==> src/rtl/uart_tx_fifo.sv <==
// Byte FIFO plus transmit sequencer feeding the UART transmitter's wrsig/idle handshake.
// Optional sticky status outputs (overflow, tx_timeout) when UART_TXFIFO_STATUS_EN is defined.
`timescale 1ns/1ps
module uart_tx_fifo #(
  parameter int DATA_W    = 8,
  parameter int AW        = 4,
  parameter int START_TMO = 64
) (
  input  logic              clk,
  input  logic              rst_n,
  input  logic              wr_en,
  input  logic [DATA_W-1:0] wr_data,
  output logic              full,
  output logic              empty,
  output logic [AW:0]       level,
  input  logic              tx_idle,
  output logic [DATA_W-1:0] tx_data,
  output logic              tx_wrsig
`ifdef UART_TXFIFO_STATUS_EN
  ,
  output logic              overflow,
  output logic              tx_timeout
`endif
);

  localparam int DEPTH = 1 << AW;
  localparam int TW    = $clog2(START_TMO + 1);
  localparam logic [TW-1:0] TMO_LAST = TW'(START_TMO - 1);

  typedef enum logic [2:0] {S_IDLE, S_LOAD, S_STROBE, S_BUSY, S_DONE} state_e;

  logic [DATA_W-1:0] mem_q [DEPTH];
  logic [AW:0]       wr_ptr_q, wr_ptr_d, rd_ptr_q, rd_ptr_d;
  logic [DATA_W-1:0] tx_data_q, tx_data_d;
  logic [TW-1:0]     tmo_q, tmo_d;
  logic              tx_wrsig_q;
  state_e            state_q, state_d;
  logic              wr_ok;

  // Flags come from registered pointers only, so they lag the event by one cycle.
  assign empty = (wr_ptr_q == rd_ptr_q);
  assign full  = (wr_ptr_q[AW] != rd_ptr_q[AW]) && (wr_ptr_q[AW-1:0] == rd_ptr_q[AW-1:0]);
  assign level = wr_ptr_q - rd_ptr_q;
  assign wr_ok = wr_en && !full;

  assign wr_ptr_d = wr_ok ? wr_ptr_q + (AW+1)'(1) : wr_ptr_q;
  assign tx_data  = tx_data_q;
  assign tx_wrsig = tx_wrsig_q;

  always_ff @(posedge clk) begin
    if (wr_ok) mem_q[wr_ptr_q[AW-1:0]] <= wr_data;
  end

  always_comb begin
    state_d   = state_q;
    rd_ptr_d  = rd_ptr_q;
    tx_data_d = tx_data_q;
    tmo_d     = tmo_q;
    case (state_q)
      S_IDLE: begin
        if (!empty && tx_idle) begin
          tx_data_d = mem_q[rd_ptr_q[AW-1:0]];
          rd_ptr_d  = rd_ptr_q + (AW+1)'(1);
          state_d   = S_LOAD;
        end
      end
      S_LOAD: state_d = S_STROBE;
      S_STROBE: begin
        tmo_d   = '0;
        state_d = S_BUSY;
      end
      // A transmitter that never goes busy loses the byte; there is no retry.
      S_BUSY: begin
        if (!tx_idle)               state_d = S_DONE;
        else if (tmo_q == TMO_LAST) state_d = S_IDLE;
        else                        tmo_d   = tmo_q + TW'(1);
      end
      S_DONE: if (tx_idle) state_d = S_IDLE;
      default: state_d = S_IDLE;
    endcase
  end

  always_ff @(posedge clk or negedge rst_n) begin
    if (!rst_n) begin
      state_q    <= S_IDLE;
      wr_ptr_q   <= '0;
      rd_ptr_q   <= '0;
      tx_data_q  <= '0;
      tmo_q      <= '0;
      tx_wrsig_q <= 1'b0;
    end else begin
      state_q    <= state_d;
      wr_ptr_q   <= wr_ptr_d;
      rd_ptr_q   <= rd_ptr_d;
      tx_data_q  <= tx_data_d;
      tmo_q      <= tmo_d;
      tx_wrsig_q <= (state_d == S_STROBE);
    end
  end

`ifdef UART_TXFIFO_STATUS_EN
  logic overflow_q, tx_timeout_q;

  always_ff @(posedge clk or negedge rst_n) begin
    if (!rst_n) begin
      overflow_q   <= 1'b0;
      tx_timeout_q <= 1'b0;
    end else begin
      if (wr_en && full) overflow_q <= 1'b1;
      if (state_q == S_BUSY && tx_idle && tmo_q == TMO_LAST) tx_timeout_q <= 1'b1;
    end
  end

  assign overflow   = overflow_q;
  assign tx_timeout = tx_timeout_q;
`endif

endmodule

==> config.mk <==
export PLATFORM = sky130hd
export DESIGN_NAME = uart_tx_fifo
export DESIGN_NICKNAME = d
export VERILOG_FILES = /design/src/rtl/uart_tx_fifo.sv
export SDC_FILE = /design/constraint.sdc
export NUM_CORES = 1
export LEC_CHECK = 0
export BUFFER_PORTS_ARGS = -buffer_cell sky130_fd_sc_hd__buf_2
export CAP_MARGIN = 40
export CELL_PAD_IN_SITES_DETAIL_PLACEMENT = 1
export CELL_PAD_IN_SITES_GLOBAL_PLACEMENT = 1
export CORE_AREA = 2 2 99 124
export CTS_CLUSTER_SIZE = 20
export DETAILED_ROUTE_END_ITERATION = 16
export DIE_AREA = 0 0 101 126
export GPL_TIMING_DRIVEN = 0
export PLACE_DENSITY_LB_ADDON = 0.1
export SYNTH_ARGS = -nofsm -noshare
export SYNTH_HDL_FRONTEND = slang
export SYNTH_SLANG_ARGS = --single-unit
==> constraint.sdc <==
create_clock -name clk -period 4.2 [get_ports clk]
set_input_delay 0.21 -clock clk [delete_from_list [all_inputs] [get_ports clk]]
set_output_delay 0.21 -clock clk [all_outputs]
set_load 0.02 [all_outputs]
==> summary.json <==
{
  "run_status": "finished, final reports clean",
  "worst_setup_hold_path_clk_slew_ps": 60,
  "worst_ir_drop_vdd_uv": 377.3,
  "start_util": 0.5578,
  "worstPathRequired_ps": 4330,
  "cts-root-to-sink-buffers": 2,
  "layout_cell_share_with_drive_strength_beyond_1": 0.2406,
  "number_of_standard_cells_after_synthesis": 356,
  "worstSetupEndpointType": "register",
  "fin_hold_ws_ps": 21.49,
  "port-buffer-count": 27,
  "floorplan.die.width_um": 101,
  "layout_setup_ws_ps": 822.2,
  "ys_dominant_reg_cell": "edfxtp_1",
  "vias_post_dr": 3452,
  "tritoncts_num_sinks": 157,
  "report.power.total_mw": 5.450,
  "worst_ep_arrival_time_ps": 3510,
  "multiInputGateArea_um2": 1739,
  "slew_headroom": 0.4626,
  "cts_max_level": 4,
  "number_of_detailed_routing_iterations_run_before_antenna_repair": 4,
  "routed_via_density": 6.142,
  "layout.nets": 434,
  "antennaDiodeCount": 0,
  "detail_route.wl_per_cell_um": 24.66,
  "finalMaxSlewViolations": 0,
  "clockRootBuffer": "clkbuf_16",
  "finalClockSkew_ps": 6.565,
  "core_area_um2": 11560,
  "path_delay_family": "buffers and inverters",
  "min_period_over_period": 0.8042,
  "synth_nets": 379,
  "worstPathBufferInverterCount": 5,
  "post-route-min-period_ps": 3378,
  "seq_area_um2": 4569,
  "grt_util_all_layers": 0.2374,
  "critical-path-max-stage-delay_ps": 610,
  "synth-edff-count": 128,
  "synth.ff_latch_count": 157,
  "synth_area_per_cell_um2": 18.11,
  "rsz_0062_raised_after_global_routing": "false",
  "timing_worst_slew_pin_value_ps": 799.4,
  "io_pins": 28,
  "critical_path.slowest_cell": "nor4_2",
  "vias_in_the_first_global_route": 3716,
  "grt_overflow_total": 0,
  "synth.yosys.seq_area_share": 0.7086,
  "leakage_nw": 2.687,
  "final.fill_count": 1006,
  "pre_cts_ws_ps": 788.0,
  "cts_tree": "done",
  "antenna_violations_before_repair": 0,
  "areaGrowthSynthToFinish_pct": 15.44,
  "cap_violations": 0,
  "gpl.final_weighted_congestion": 0.7495,
  "die_area_um2": 12730,
  "layout.core_utilization": 0.6439,
  "mappedNetlistArea_um2": 6449,
  "synthesis.yosys.warnings": 0,
  "pwr_density_cell_nw_per_um2": 732.1,
  "dp.final_hpwl_um": 9075,
  "clock.fmax_mhz": 296.1,
  "cts-buffers-inserted": 17,
  "cts_repair_resize_count": 0,
  "critPathKind": "reg -> reg",
  "ys_async_rst_share": 0.1847,
  "grt_first_pass_wirelength_um": 21460,
  "hold_class": "in -> reg",
  "die_y_um": 126,
  "detail-route-antenna-nets": 0,
  "route.detailed.drc": 0,
  "synth_cell_type_count": 39,
  "routed_wl_um": 13860,
  "drt_iter0_drc": 214,
  "placementRows": 44,
  "path_cells": "buf_6 > clkbuf_1 > inv_1 > ha_1 > nand4_1 > o21ai_0 > buf_2 > nor4_2 > buf_4",
  "finalHoldViolCount": 0,
  "startpoint_type": "register",
  "grt_max_degree": 30,
  "worst-path-max-fanout": 10,
  "timing.final.setup_violations": 0,
  "worst_skew_pair.late_latency_ps": 410
}
==> cells in the final DEF, fill, tap and decap left out, types with 10 or more instances in the layout <==
cell type and instances:
a21oi_1 15, clkbuf_16 17, mux4_1 16, o22ai_1 16, xnor2_1 11, nand2_1 11, mux4_2 16, nor2_1 10
buf_2 31, dfrtp_1 29, edfxtp_1 128, inv_1 17, ha_1 10
==> synthesized netlist by cell type (8+ instances only) <==
library cell / n / area (um2)
a21oi_1: 15 / 75.07
and3_1: 8 / 50.05
dfrtp_1: 29 / 725.7
edfxtp_1: 128 / 3844
ha_1: 10 / 125.1
inv_1: 17 / 63.81
mux2_2: 8 / 90.09
mux4_1: 16 / 420.4
mux4_2: 16 / 360.4
nand2_1: 11 / 41.29
nor2_1: 10 / 37.54
o21ai_0: 9 / 45.04
o22ai_1: 16 / 100.1
xnor2_1: 11 / 96.34
==> final cells by class <==
cell class | count | area share
flip-flops and latches | 157 | 0.6138
multi-input cells | 168 | 0.2336
clock buffers | 19 | 0.05815
repair buffers | 36 | 0.02723
well taps | 138 | 0.02319
clock inverters | 13 | 0.02185
plain buffers | 13 | 0.01311
inverters | 18 | 0.009076
==> state kept, by name, summed over array words and instances, names as in the netlist <==
name and cells:
mem_q 128, tx_data 8, tmo_q 7, rd_ptr_q 5, wr_ptr_q 5, state_q 3, tx_wrsig 1
==> worst paths after layout <==
check                                   startpoint                       to  slack [ps]  depth (start not counted)
max reg2reg                rd_ptr_q[1]$_DFFE_PN0P_    mem_q[2][0]$_DFFE_PP_         820                          9
max in group asynchronous                    rst_n     state_q[1]$_DFF_PN0_        3380                          2
min                                        tx_idle     state_q[2]$_DFF_PN0_          20                          2
min in group asynchronous                    rst_n  wr_ptr_q[1]$_DFFE_PN0P_         380                          2
max                        rd_ptr_q[1]$_DFFE_PN0P_    mem_q[2][0]$_DFFE_PP_         820                          9
min reg2reg                   state_q[2]$_DFF_PN0_     state_q[0]$_DFF_PN0_         520                          1
==> power by group <==
group          switching [mW]  internal [mW]  leakage [nW]
logic                    1.07          0.769         0.887
clock network           0.604          0.939         0.288
registers               0.141           1.92          1.51
total                    1.82           3.63          2.69
==> timing repair <==
action                                  CTS  global route
setup buffers                             0             0
endpoints found under the hold margin    29             0
hold buffers                              1             0
endpoints found under the setup margin    0             0
==> routing by layer <==
| metal | vias to the layer above | track usage | wire, um |
|---|---|---|---|
| met5 | - | 0 | 0 |
| met4 | 0 | 0.08426 | 331 |
| met1 | 1768 | 0.3085 | 5569 |
| met3 | 29 | 0.05272 | 622 |
| met2 | 111 | 0.3961 | 7336 |
| li1 | 1544 | - | - |
==> cells by family after synthesis <==
kind of cell,share of synthesized area
buffers and inverters,0.02561
AND/OR/NAND/NOR,0.04327
multiplexers,0.1350
AO/OA/AOI/OAI,0.04734
flip-flops,0.7086
adder cells (fa/ha/maj),0.02251
XOR/XNOR,0.01766
==> worst register-to-register path, cell delays in order (launching register included) <==
cell and delay (ps):
dfrtp_1 420, buf_6 160, clkbuf_1 600, inv_1 140, ha_1 330, nand4_1 240, o21ai_0 130, buf_2 190
nor4_2 610, buf_4 270
==> stage by stage <==
stage	area [um2]	TNS, ps	instances
after floorplan	6449	0	356
after global placement	6756	-2301	521
after CTS	7445	0	562
after global routing	7445	0	562
final	7445	0	562
after detailed placement	6839	0	529
(Power assumes the default switching activity.)
